**src/rtl/keypad_scanner.sv**
```systemverilog
// -----------------------------------------------------------------------------
// keypad_scanner
//   Scans a 4x4 active-low matrix keypad one column at a time, debounces the
//   full 16-key image across consecutive scans and reports each clean
//   single-key press as a one-cycle strobe with a 4-bit hex code.
//
// Ports
//   clk       : system clock
//   reset     : asynchronous, active-high reset
//   rows      : keypad rows, active-low, pulled up, asynchronous to clk
//   cols      : column drive, active-low, exactly one bit low
//   key_code  : code {column, row} of the last accepted key, held until next
//   key_valid : one-cycle strobe when a new key is accepted
//   key_held  : high while the debounced image has any key pressed
//
// Internal images are pressed-high, bit index {column[1:0], row[1:0]}, where
// row 0 is rows[3] and row 3 is rows[0].
// -----------------------------------------------------------------------------
module keypad_scanner #(
    parameter int SCAN_DIV       = 32768,
    parameter int DEBOUNCE_SCANS = 3
) (
    input  logic       clk,
    input  logic       reset,
    input  logic [3:0] rows,
    output logic [3:0] cols,
    output logic [3:0] key_code,
    output logic       key_valid,
    output logic       key_held
);

    localparam int DW = $clog2(SCAN_DIV);
    localparam int SW = $clog2(DEBOUNCE_SCANS + 1);
    localparam logic [DW-1:0] DWELL_LAST = DW'(SCAN_DIV - 1);
    localparam logic [SW-1:0] STABLE_MAX = SW'(DEBOUNCE_SCANS);

    logic [3:0]    r_sync1, r_sync2;
    logic [DW-1:0] r_dwell;
    logic [1:0]    r_col;
    logic [3:0]    r_cols;
    logic [15:0]   r_scan, r_prev, r_deb;
    logic [SW-1:0] r_stable;
    logic          r_scan_done;
    logic [3:0]    r_key_code;
    logic          r_key_valid;
    logic          r_key_held;

    logic          w_sample;
    logic [3:0]    w_col_bits;
    logic          w_same;
    logic [SW-1:0] w_stable_inc;
    logic [SW-1:0] w_stable_nxt;
    logic          w_update;
    logic          w_strobe;

    function automatic logic f_is_onehot(input logic [15:0] img);
        int n;
        n = 0;
        for (int i = 0; i < 16; i++) begin
            if (img[i]) n = n + 1;
        end
        return (n == 1);
    endfunction

    function automatic logic [3:0] f_encode(input logic [15:0] img);
        logic [3:0] code;
        code = 4'h0;
        for (int i = 0; i < 16; i++) begin
            if (img[i]) code = 4'(i);
        end
        return code;
    endfunction

    // Sample only on the last dwell cycle so the column drive has settled.
    assign w_sample   = (r_dwell == DWELL_LAST);
    // Row r maps to rows[3-r]; invert to pressed-high.
    assign w_col_bits = ~{r_sync2[0], r_sync2[1], r_sync2[2], r_sync2[3]};

    assign w_same       = (r_scan == r_prev);
    assign w_stable_inc = (r_stable == STABLE_MAX) ? r_stable : r_stable + SW'(1);
    assign w_stable_nxt = w_same ? w_stable_inc : '0;
    assign w_update     = r_scan_done && (w_stable_nxt == STABLE_MAX) && (r_scan != r_deb);
    // Only an idle-to-single-key transition produces a strobe.
    assign w_strobe     = w_update && (r_deb == 16'h0) && f_is_onehot(r_scan);

    always_ff @(posedge clk or posedge reset) begin
        if (reset) begin
            r_sync1     <= 4'hF;
            r_sync2     <= 4'hF;
            r_dwell     <= '0;
            r_col       <= 2'd0;
            r_cols      <= 4'b0111;
            r_scan      <= 16'h0;
            r_prev      <= 16'h0;
            r_deb       <= 16'h0;
            r_stable    <= '0;
            r_scan_done <= 1'b0;
            r_key_code  <= 4'h0;
            r_key_valid <= 1'b0;
            r_key_held  <= 1'b0;
        end else begin
            r_sync1     <= rows;
            r_sync2     <= r_sync1;
            r_key_valid <= 1'b0;

            if (w_sample) begin
                r_dwell <= '0;
                r_col   <= r_col + 2'd1;
                r_cols  <= {r_cols[0], r_cols[3:1]};
                case (r_col)
                    2'd0:    r_scan[3:0]   <= w_col_bits;
                    2'd1:    r_scan[7:4]   <= w_col_bits;
                    2'd2:    r_scan[11:8]  <= w_col_bits;
                    default: r_scan[15:12] <= w_col_bits;
                endcase
            end else begin
                r_dwell <= r_dwell + DW'(1);
            end

            // Full image is complete after the column-3 sample; judge it next cycle.
            r_scan_done <= w_sample && (r_col == 2'd3);

            if (r_scan_done) begin
                r_stable <= w_stable_nxt;
                r_prev   <= r_scan;
                if (w_update) begin
                    r_deb      <= r_scan;
                    r_key_held <= |r_scan;
                end
                if (w_strobe) begin
                    r_key_code  <= f_encode(r_scan);
                    r_key_valid <= 1'b1;
                end
            end
        end
    end

    assign cols      = r_cols;
    assign key_code  = r_key_code;
    assign key_valid = r_key_valid;
    assign key_held  = r_key_held;

endmodule

```
**config.mk**
```make
export PLATFORM = sky130hd
export DESIGN_NAME = keypad_scanner
export DESIGN_NICKNAME = d
export VERILOG_FILES = /design/src/rtl/keypad_scanner.sv
export SDC_FILE = /design/constraint.sdc
export NUM_CORES = 1
export LEC_CHECK = 0
export BUFFER_PORTS_ARGS = -buffer_cell sky130_fd_sc_hd__buf_2
export CORE_MARGIN = 2
export CORE_UTILIZATION = 40
export DETAILED_ROUTE_END_ITERATION = 8
export SYNTH_ARGS = -nofsm -noshare
export SYNTH_HDL_FRONTEND = slang
export SYNTH_SLANG_ARGS = --single-unit
```
**constraint.sdc**
```tcl
create_clock -name clk -period 28.4 [get_ports clk]
set_input_delay 5.68 -clock clk [delete_from_list [all_inputs] [get_ports clk]]
set_output_delay 5.68 -clock clk [all_outputs]
set_load 0.03 [all_outputs]
```
# Word level (Yosys, flattened, before mapping)
# Cells that the tools add are included.
op_classes:
  add_sub_neg: 18
  n_eq_ne: 9
  muxes: 36
  bitwise: 2
  reduce_logical: 15
op_table:
  columns: ["cell", "count"]
  rows:
  - ["32-bit by 2-bit adder with 32-bit output, second input constant", 15]
  - ["32-bit 2-to-1 mux", 15]
  - ["4-bit 2-to-1 mux", 14]
  - ["32-bit by 2-bit equality test with 1-bit output, second input constant", 1]
  - ["16-bit equality test", 1]
  - ["16-bit logical NOT", 1]
  - ["16-bit != test", 1]
  - ["16-bit OR reduction", 1]
  - ["15-bit by 1-bit adder with 15-bit output, second input constant", 1]
  - ["15-bit equality test, second input constant", 1]
  - ["15-bit 2-to-1 mux", 1]
  - ["2-bit AND reduction", 6]
  - ["2-bit equality test, second input constant", 4]
  - ["1-bit logical AND", 5]
  - ["2-bit by 1-bit adder with 2-bit output, second input constant", 2]
  - ["1-bit 2-to-1 mux", 4]
  - ["2-bit 2-to-1 mux", 2]
  - ["4-bit NOT", 1]
  - ["3-bit OR reduction", 1]
  - ["2-bit by 1-bit equality test with 1-bit output, second input constant", 1]
  - ["2-bit logical NOT", 1]
  - ["1-bit NOT", 1]
word_totals:
  regBits: 86
  in_bits: 6
  output_inout_bits: 10
  word_cells: 96

# Longest topological paths before layout
# Gate-level depths: netlist of run 1.
depth:
  ltp_word: 35
  mapped_depth: 54
  ltp_nobuf: 53

# Worst setup path before layout of run 1
# No wires, ideal clock.
synth_path:
  path_kind: "reg2reg"
  from: "reg r_scan[1]"
  to: "reg r_key_code[0] (netlist: key_code[0])"
  setup_time_ps: 125
  arrival_time_ps: 9038
  required_time_ps: 28275
  setup_slack_ps: 19237
  stages_incl_launch_ff: 54
  path_buffers: 1
  period_less_slack_ps: 9163
  path_cell_list: "dfrtp_1 -> clkbuf_1 -> inv_1 -> ha_1 -> xor2_1 -> ha_1 -> nand2b_1 -> o21a_1 -> ha_1 -> mux2_2 -> ha_1 -> inv_1 -> a32oi_1 -> and2_1 -> ha_1 -> nand2_1 -> nand2_1 -> ha_1 -> [... 18 more ...] -> ha_1 -> mux2i_1 -> inv_1 -> ha_1 -> nand2_1 -> o21ai_0 -> ha_1 -> nor2b_1 -> nor2_1 -> ha_1 -> nand2_1 -> xnor2_1 -> xnor2_1 -> xnor2_1 -> nand4_1 -> nor4_2 -> and4_4 -> mux2_4"
synth_between:
  elab_chain_len: 32
  word_cells_on_any_way: 54
  cone_classes: "add/sub (14); eq/ne (4); mux (31); reduce/logical (5)"
synth_rtl:
  columns: ["item", "line_no", "rtl"]
  rows:
  - ["start, declared", "41", "logic [15:0] r_scan, r_prev, r_deb;"]
  - ["start signal, assigned", "111", "2'd0: r_scan[3:0] <= w_col_bits;"]
  - ["32-bit 2-to-1 mux", "60", "if (img[i]) n = n + 1;"]
  - ["32-bit by 2-bit adder with 32-bit output", "60", null]
  - ["32-bit 2-to-1 mux", "60", null]
  - ["32-bit by 2-bit adder with 32-bit output", "60", null]
  - ["32-bit 2-to-1 mux", "60", null]
  - ["32-bit by 2-bit adder with 32-bit output", "60", null]
  - ["32-bit 2-to-1 mux", "60", null]
  - ["32-bit by 2-bit adder with 32-bit output", "60", null]
  - ["[... 16 more ...]", null, null]
  - ["32-bit 2-to-1 mux", "60", null]
  - ["32-bit by 2-bit adder with 32-bit output", "60", null]
  - ["32-bit 2-to-1 mux", "60", null]
  - ["32-bit by 2-bit adder with 32-bit output", "60", null]
  - ["32-bit 2-to-1 mux", "60", null]
  - ["32-bit by 2-bit equality test with 1-bit output", "62", "return (n == 1);"]
  - ["1-bit logical AND", "84", "assign w_strobe = w_update && (r_deb == 16'h0) && f_is_onehot(r_scan);"]
  - ["2-bit AND reduction (no line)", null, null]
  - ["end signal, assigned", "131", "r_key_code <= f_encode(r_scan);"]
  - ["end, declared", "44", "logic [3:0] r_key_code;"]
# Parallel ways exist; a longest one is shown, timed or not.
# A chain may end at the register's enable or synchronous reset.

# Worst setup path in the final report of run 1
layout_path:
  from: "reg r_scan[0]"
  to: "reg r_key_code[2] (netlist: key_code[2])"
layout_between:
  elab_chain_len: 34
  word_cells_on_any_way: 41
  cone_classes: "add/sub (15); eq/ne (4); mux (17); reduce/logical (5)"
layout_rtl:
  columns: ["item", "line_no"]
  rows:
  - ["1-bit 2-to-1 mux", "60"]
  - ["32-bit by 2-bit adder with 32-bit output", "60"]
  - ["32-bit 2-to-1 mux", "60"]
  - ["32-bit by 2-bit adder with 32-bit output", "60"]
  - ["32-bit 2-to-1 mux", "60"]
  - ["32-bit by 2-bit adder with 32-bit output", "60"]
  - ["32-bit 2-to-1 mux", "60"]
  - ["32-bit by 2-bit adder with 32-bit output", "60"]
  - ["[... 18 more ...]", null]
  - ["32-bit 2-to-1 mux", "60"]
  - ["32-bit by 2-bit adder with 32-bit output", "60"]
  - ["32-bit 2-to-1 mux", "60"]
  - ["32-bit by 2-bit adder with 32-bit output", "60"]
  - ["32-bit 2-to-1 mux", "60"]
  - ["32-bit by 2-bit equality test with 1-bit output", "62"]
  - ["1-bit logical AND *", "84"]
  - ["2-bit AND reduction (no line) *", null]
# Every way passes the cells marked *; elsewhere a longest branch is shown, timed or not.

==> flow_metrics.tcl, run 1 <==
set metrics [dict create \
    status "finished, final reports clean" \
    cts_tree "done" \
    dieArea_mm2 0.01505 \
    syn2layout_area_growth_pct 9.460 \
    die_h_um 122.7 \
    p_leak_nw 2.920 \
    clkSlewWorstSetupHoldPaths_ns 0.07 \
    vias 3957 \
    ys.flop_type "dfrtp_1" \
    cts_buffer_depth 2 \
    crit_top_cell "ha_1" \
    postRouteAntennaNets 0 \
    holdPathStages 0 \
    crit_arrival_ns 10.26 \
    rsz0062_at_grt "false" \
    via_per_inst 5.248 \
    syn_nets 590 \
    power.share.clock_pct 48.4 \
    critPathLaunchType "flop" \
    yosysUniqueCellTypes 66 \
    p_comb_share_pct 1.1 \
    cellPowerDensity_mw_per_mm2 39.84 \
    crit_fanout 7 \
    switching_power_mw 0.05054 \
    ios 16 \
    utilization_pct 44.60 \
    slowest_delay_ns 0.50 \
    seqPwrFrac_pct 50.5 \
    fill_cells 1303 \
    fin_setup_tns_ns 0 \
    root_buffer "clkbuf_16" \
    worst_slew_margin_rel_pct 28.96 \
    cts_buffers 9 \
    place_congestion 0.8240 \
    cts.sinks 86 \
    yosysTopAreaCellShare_pct 33.31 \
    postCtsSetupBuffers 0 \
    drc 0 \
    drtPass1Iterations 4 \
    initial_core_util_pct 40.75 \
    synth_enable_flop_cells 0 \
    cp-end-kind "flop" \
    maxCapViolations 0 \
    synth_area_mm2 0.005634 \
    netlist_top_cells_area "dfrtp_1, mux2_2, xor2_1, xnor2_1, dfstp_2" \
    fin_skew_ns 0.01173 \
    synthArstFlopShare_pct 100.0 \
    die_w_um 122.7 \
    worstRegToRegCells 52 \
    fmax_ghz 0.09955 \
    antenna_cells 0 \
    drtIter0Drc 144 \
    antenna_found_initial 0 \
    fp-row-count 43 \
    cp_slowest_cell "dfrtp_1" \
    totalWireLength_um 11140 \
    min_path_type "reg2reg" \
    criticalPathCategory "reg2reg" \
    ir_worst_vdd_uv 30.88 \
    post_drt_wl_per_cell_um 14.78 \
    intPower_mw 0.1952 \
    finalSetupViolCount 0 \
    numPortBuffers 15 \
    syn_avg_cell_area_um2 10.01 \
    insertion_delay_ns 0.34 \
    tightest_slew_ns 1.066 \
    drive_above_1_share_pct 18.47 \
    fin_crit_ns 10.04 \
    htreeDepth 3 \
    yosysWarnings 0 \
    synth_top_cell_by_area "dfrtp_1" \
    sw_frac_of_total_pct 20.57 \
    grt_first_pass_wirelength_um 19110 \
    cts_hold_buf 0 \
    ys_ff_latch 86 \
    post-route-period-util_pct 35.37 \
    grt.total_usage_pct 16.16 \
    coreArea_mm2 0.01383 \
    grt_pass1_vias 3902 \
    grt.overflow.total 0 \
    slew_violations 0 \
    cp.required_ns 28.62 \
    synth_seq_area_share_pct 38.44 \
    hold_violations 0 \
    grt_max_degree 87 \
    cts_resized 0 \
    final_nets 596 \
    dp_hpwl_um 8132 \
    synthCells 563 \
]
cell usage in the layout, fill, tap and decap left out, types with 10 or more instances in the layout:
master	netlist	layout
dfrtp_1	75	75
nand2_1	61	61
xor2_1	44	44
mux2_2	37	37
xnor2_1	36	36
nor2_1	31	31
o21ai_0	31	31
inv_1	23	22
ha_1	21	21
buf_2	2	15
nor4_1	12	12
nand3_1	11	11
dfstp_2	11	11
a21oi_1	10	10
stage by stage:
step                      setup slack (ns)  cells  hold slack [ns]  cell area [um2]  total power [mW]
final                                18.36    754           0.3567             6167            0.2457
after global routing                 17.52    754           0.3589             6167            0.2548
after CTS                            18.36    754           0.3576             6167            0.2497
after detailed placement             18.40    738           0.3484             5866            0.1292
after global placement               18.79    738           0.3465             5866            0.1291
after floorplan                      19.24    563           0.3452             5634            0.1278
sequential cells by signal, indices dropped and copies added, names as in the netlist:
signal	flops
cols	4
key_code	4
key_held	1
key_valid	1
r_col	2
r_deb	16
r_dwell	15
r_prev	16
r_scan	16
r_scan_done	1
r_stable	2
r_sync1	4
r_sync2	4
layer usage:
layer	global-route usage [%]	part of all wire, %	up-vias
met4	5.532	1.8	0
met1	20.34	46	1907
met5	0	0	-
li1	-	-	1979
met2	27.90	50	54
met3	2.788	2.5	17
power by group through the flow:
stage	clock network, mW	registers, mW	logic, mW
6_report	0.119	0.124	0.00272
5_1_grt	0.128	0.124	0.00328
4_1_cts	0.123	0.124	0.00293
3_5_place_dp	0	0.126	0.00292
3_3_place_gp	0	0.126	0.00285
2_1_floorplan	0	0.126	0.00177
cells in the mapped netlist, drive strengths merged (5+ instances only):
master / count
a211oi: 5
a21oi: 11
and2: 6
and3: 7
and4: 6
buf: 7
clkbuf: 17
dfrtp: 75
dfstp: 11
ha: 21
inv: 24
mux2: 39
mux2i: 6
nand2: 63
nand2b: 8
nand3: 12
nand4: 9
nor2: 31
nor2b: 6
nor3: 9
nor4: 13
o21a: 7
o21ai: 33
xnor2: 43
xnor3: 5
xor2: 45
worst max-delay path: cells and delay by family, from the launching register on:
family,cells,cell delay (ns)
compound gates,10,1.44
xor+xnor,4,0.62
fa+ha+maj,14,4.09
buf+inv,5,0.46
flops,1,0.50
mux,4,0.92
simple gates,15,1.88
cell families after synthesis:
kind of cell | after synthesis | synth area share [%]
AND/OR/NAND/NOR | 187 | 17.43
XOR/XNOR | 94 | 17.83
flip-flops | 86 | 38.44
AO/OA/AOI/OAI | 81 | 9.061
buffers and inverters | 48 | 3.375
multiplexers | 45 | 8.994
adder cells (fa/ha/maj) | 22 | 4.863
path summary, 6_finish.rpt:
check / from / slack [ns] / endpoint
worst max-delay path: r_scan[0] / 18.36 / key_code[2]
worst min-delay path: r_sync1[1] / 0.36 / r_sync2[1]
worst max register to register: r_scan[0] / 18.36 / key_code[2]
worst min register to register: r_sync1[1] / 0.36 / r_sync2[1]
max in group asynchronous: reset / 22.04 / r_deb[7]
min in group asynchronous: reset / 5.67 / r_dwell[6]
final cells by class:
cell class / count / area [um2] / area share [%]
multi-input combinational: 429 / 3278 / 53.15
sequential: 86 / 2166 / 35.12
clock buffer: 12 / 246.5 / 3.997
tap: 180 / 225.2 / 3.652
timing repair buffer: 19 / 105.1 / 1.704
inverter: 24 / 91.34 / 1.481
clock inverter: 4 / 55.05 / 0.8927
Note: power is estimated with default switching activity, not from simulation.
==> run 2: changes to the inputs <==
Clock period 28.4 ns to 8.96 ns, I/O delays scaled along.
==> run 2 against run 1 <==
Net effect:
- the flow now finishes with violations (setup timing)
- total power grew to 3.2 times the previous value
- first-iteration DRC count grew 15%
- clock power grew to 3.2 times the previous value
- highest routed layer unchanged
- design area grew 11%
- maximum frequency grew 11%
- critical endpoint unchanged
- via count grew 5.8%
- worst setup slack lost 18 ns
- sequential share of layout area shrank 3.4 points
- clock skew shrank 0.0033 ns
==> flow_metrics.tcl, run 2 (synthesis results as in run 1) <==
set metrics [dict create \
    numPortBuffers 15 \
    grt.overflow.total 0 \
    syn2layout_area_growth_pct 21.03 \
    ir_worst_vdd_uv 107.6 \
    setup_ws_ns -0.1019 \
    clkSlewWorstSetupHoldPaths_ns 0.07 \
    grt_pass1_vias 4291 \
    drive_above_1_share_pct 31.42 \
    startpoint "r_scan[1]" \
    worst_slew_margin_rel_pct 28.82 \
    grt_max_degree 87 \
    dp_hpwl_um 8506 \
    post-route-cell-area_mm2 0.006819 \
    crit_fanout 3 \
    critPathLaunchType "flop" \
    cts_hold_buf 0 \
    utilization_pct 49.32 \
    fill_cells 1218 \
    place_congestion 0.8247 \
    vias 4186 \
    regArea_mm2 0.002166 \
    totalWireLength_um 12450 \
    largestRegisters "r_deb (16), r_prev (16), r_scan (16)" \
    cp_num_cells 52 \
    dp_slack_ns -0.3060 \
    reg2reg_from "r_scan[1]" \
    cellPowerDensity_mw_per_mm2 114.7 \
    p_leak_nw 3.217 \
    criticalPathCategory "reg2reg" \
    multi_input_area_mm2 0.003528 \
    min_path_type "reg2reg" \
    design_power_total_mw 0.7821 \
    crit_top_cell "ha_4" \
    die_h_um 122.7 \
    insertion_delay_ns 0.34 \
    antenna_cells 0 \
    final_common_cell "dfrtp_1" \
    post-route-period-util_pct 101.1 \
    fmax_ghz 0.1104 \
    maxCapViolations 0 \
    hold_start "r_sync1[1]" \
    fin_skew_ns 0.008397 \
    ios 16 \
    final_nets 649 \
    cts_tree "done" \
    root_buffer "clkbuf_16" \
    antenna_found_initial 0 \
    worstRegToRegCells 52 \
    grt.total_usage_pct 17.21 \
    hold_violations 0 \
    status "finished with violations" \
    cp-end-kind "flop" \
    drtPass1Iterations 4 \
    rrSetupSlack_ns -0.10 \
    dieArea_mm2 0.01505 \
    drtIter0Drc 165 \
    failed_checks "setup timing" \
    slew_violations 0 \
    grt_first_pass_wirelength_um 20510 \
    cts_buffer_depth 2 \
    crit_buf_inv 5 \
    htreeDepth 3 \
    die_w_um 122.7 \
    coreArea_mm2 0.01383 \
    crit_arrival_ns 9.28 \
    cts_buffers 9 \
    initial_core_util_pct 40.75 \
    cp.required_ns 9.18 \
    setup.worst_path.end "key_code[2]" \
    finalSetupViolCount 3 \
    fin_worst_hold_slack_ns 0.3557 \
    rr_endpoint "key_code[2]" \
    post_drt_wl_per_cell_um 15.42 \
    cts.sinks 86 \
    path_delay_family "adder cells" \
    postRouteAntennaNets 0 \
    rsz0062_at_grt "true" \
    drc 0 \
    cp_slowest_cell "dfrtp_1" \
    tightest_slew_ns 1.068 \
    fp-row-count 43 \
    slowest_delay_ns 0.39 \
    fin_crit_ns 9.062 \
    dpl_cell_area_mm2 0.006107 \
    final_cell_mix "dfrtp_1, buf_4, nand2_1" \
    via_per_inst 5.187 \
]
## run 2: cell count changes in the layout (fill, tap and decap cells not counted), moves of 4 or more
cell,before,now
buf_4,4,57
ha_1,21,10
ha_4,0,9
nand2_1,61,56
nand2_2,0,4
o21ai_0,31,27
## run 2: layout make-up
| type | count | share of cell area [%] |
|---|---|---|
| multi-input cells | 429 | 51.74 |
| flip-flops and latches | 86 | 31.76 |
| repair buffers | 72 | 7.376 |
| clock buffers | 9 | 3.303 |
| well taps | 180 | 3.303 |
| inverters | 24 | 1.339 |
| clock inverters | 7 | 1.174 |
## run 2: worst min path at each step
| stage | end | slack, ns | depth (start not counted) |
|---|---|---|---|
| 3_3_place_gp | r_sync2[1] | 0.35 | 0 |
| 3_5_place_dp | r_sync2[1] | 0.35 | 0 |
| 2_1_floorplan | r_sync2[0] | 0.35 | 0 |
| 5_1_grt | r_sync2[1] | 0.36 | 0 |
| 6_report | r_sync2[1] | 0.36 | 0 |
| 4_1_cts | r_sync2[3] | 0.36 | 0 |
## run 2: where the power goes
| part | leakage (nW) | internal (mW) | total (mW) | switching [mW] |
|---|---|---|---|---|
| combinational | 1.91 | 0.00108 | 0.00857 | 0.00750 |
| clock | 0.154 | 0.221 | 0.381 | 0.160 |
| sequential | 1.15 | 0.392 | 0.393 | 0.00134 |
## run 2: stage by stage
stage          std cells  setup TNS, ns
2_1_floorplan        563              0
3_3_place_gp         765              0
3_5_place_dp         765        -0.9855
4_1_cts              798        -0.1876
5_1_grt              807         -2.224
6_report             807        -0.2419
## run 2: worst register-to-register path: cells and delay by family, from the launching register on
kind | cells | cell delay, ns
flops | 1 | 0.39
mux | 4 | 0.92
buf+inv | 5 | 0.42
xor+xnor | 4 | 0.73
simple gates | 15 | 1.88
fa+ha+maj | 14 | 3.55
compound gates | 10 | 1.08
## run 2: layer usage
metal  vias to the layer above  wire (um)  GRT usage (%)  share of wire (%)
li1                       2073          -              -                  -
met1                      2050       5623          21.33                 45
met2                        50       6372          30.56                 51
met3                        13        322          3.020                2.6
met4                         0        129          4.885                1.0
met5                         -          0              0                  0
## run 2: what timing repair did
action,CTS,global route
buffers inserted,17,9
setup endpoints to repair,4,5
gates cloned,0,0
resized for setup,14,21
pin swaps,14,22
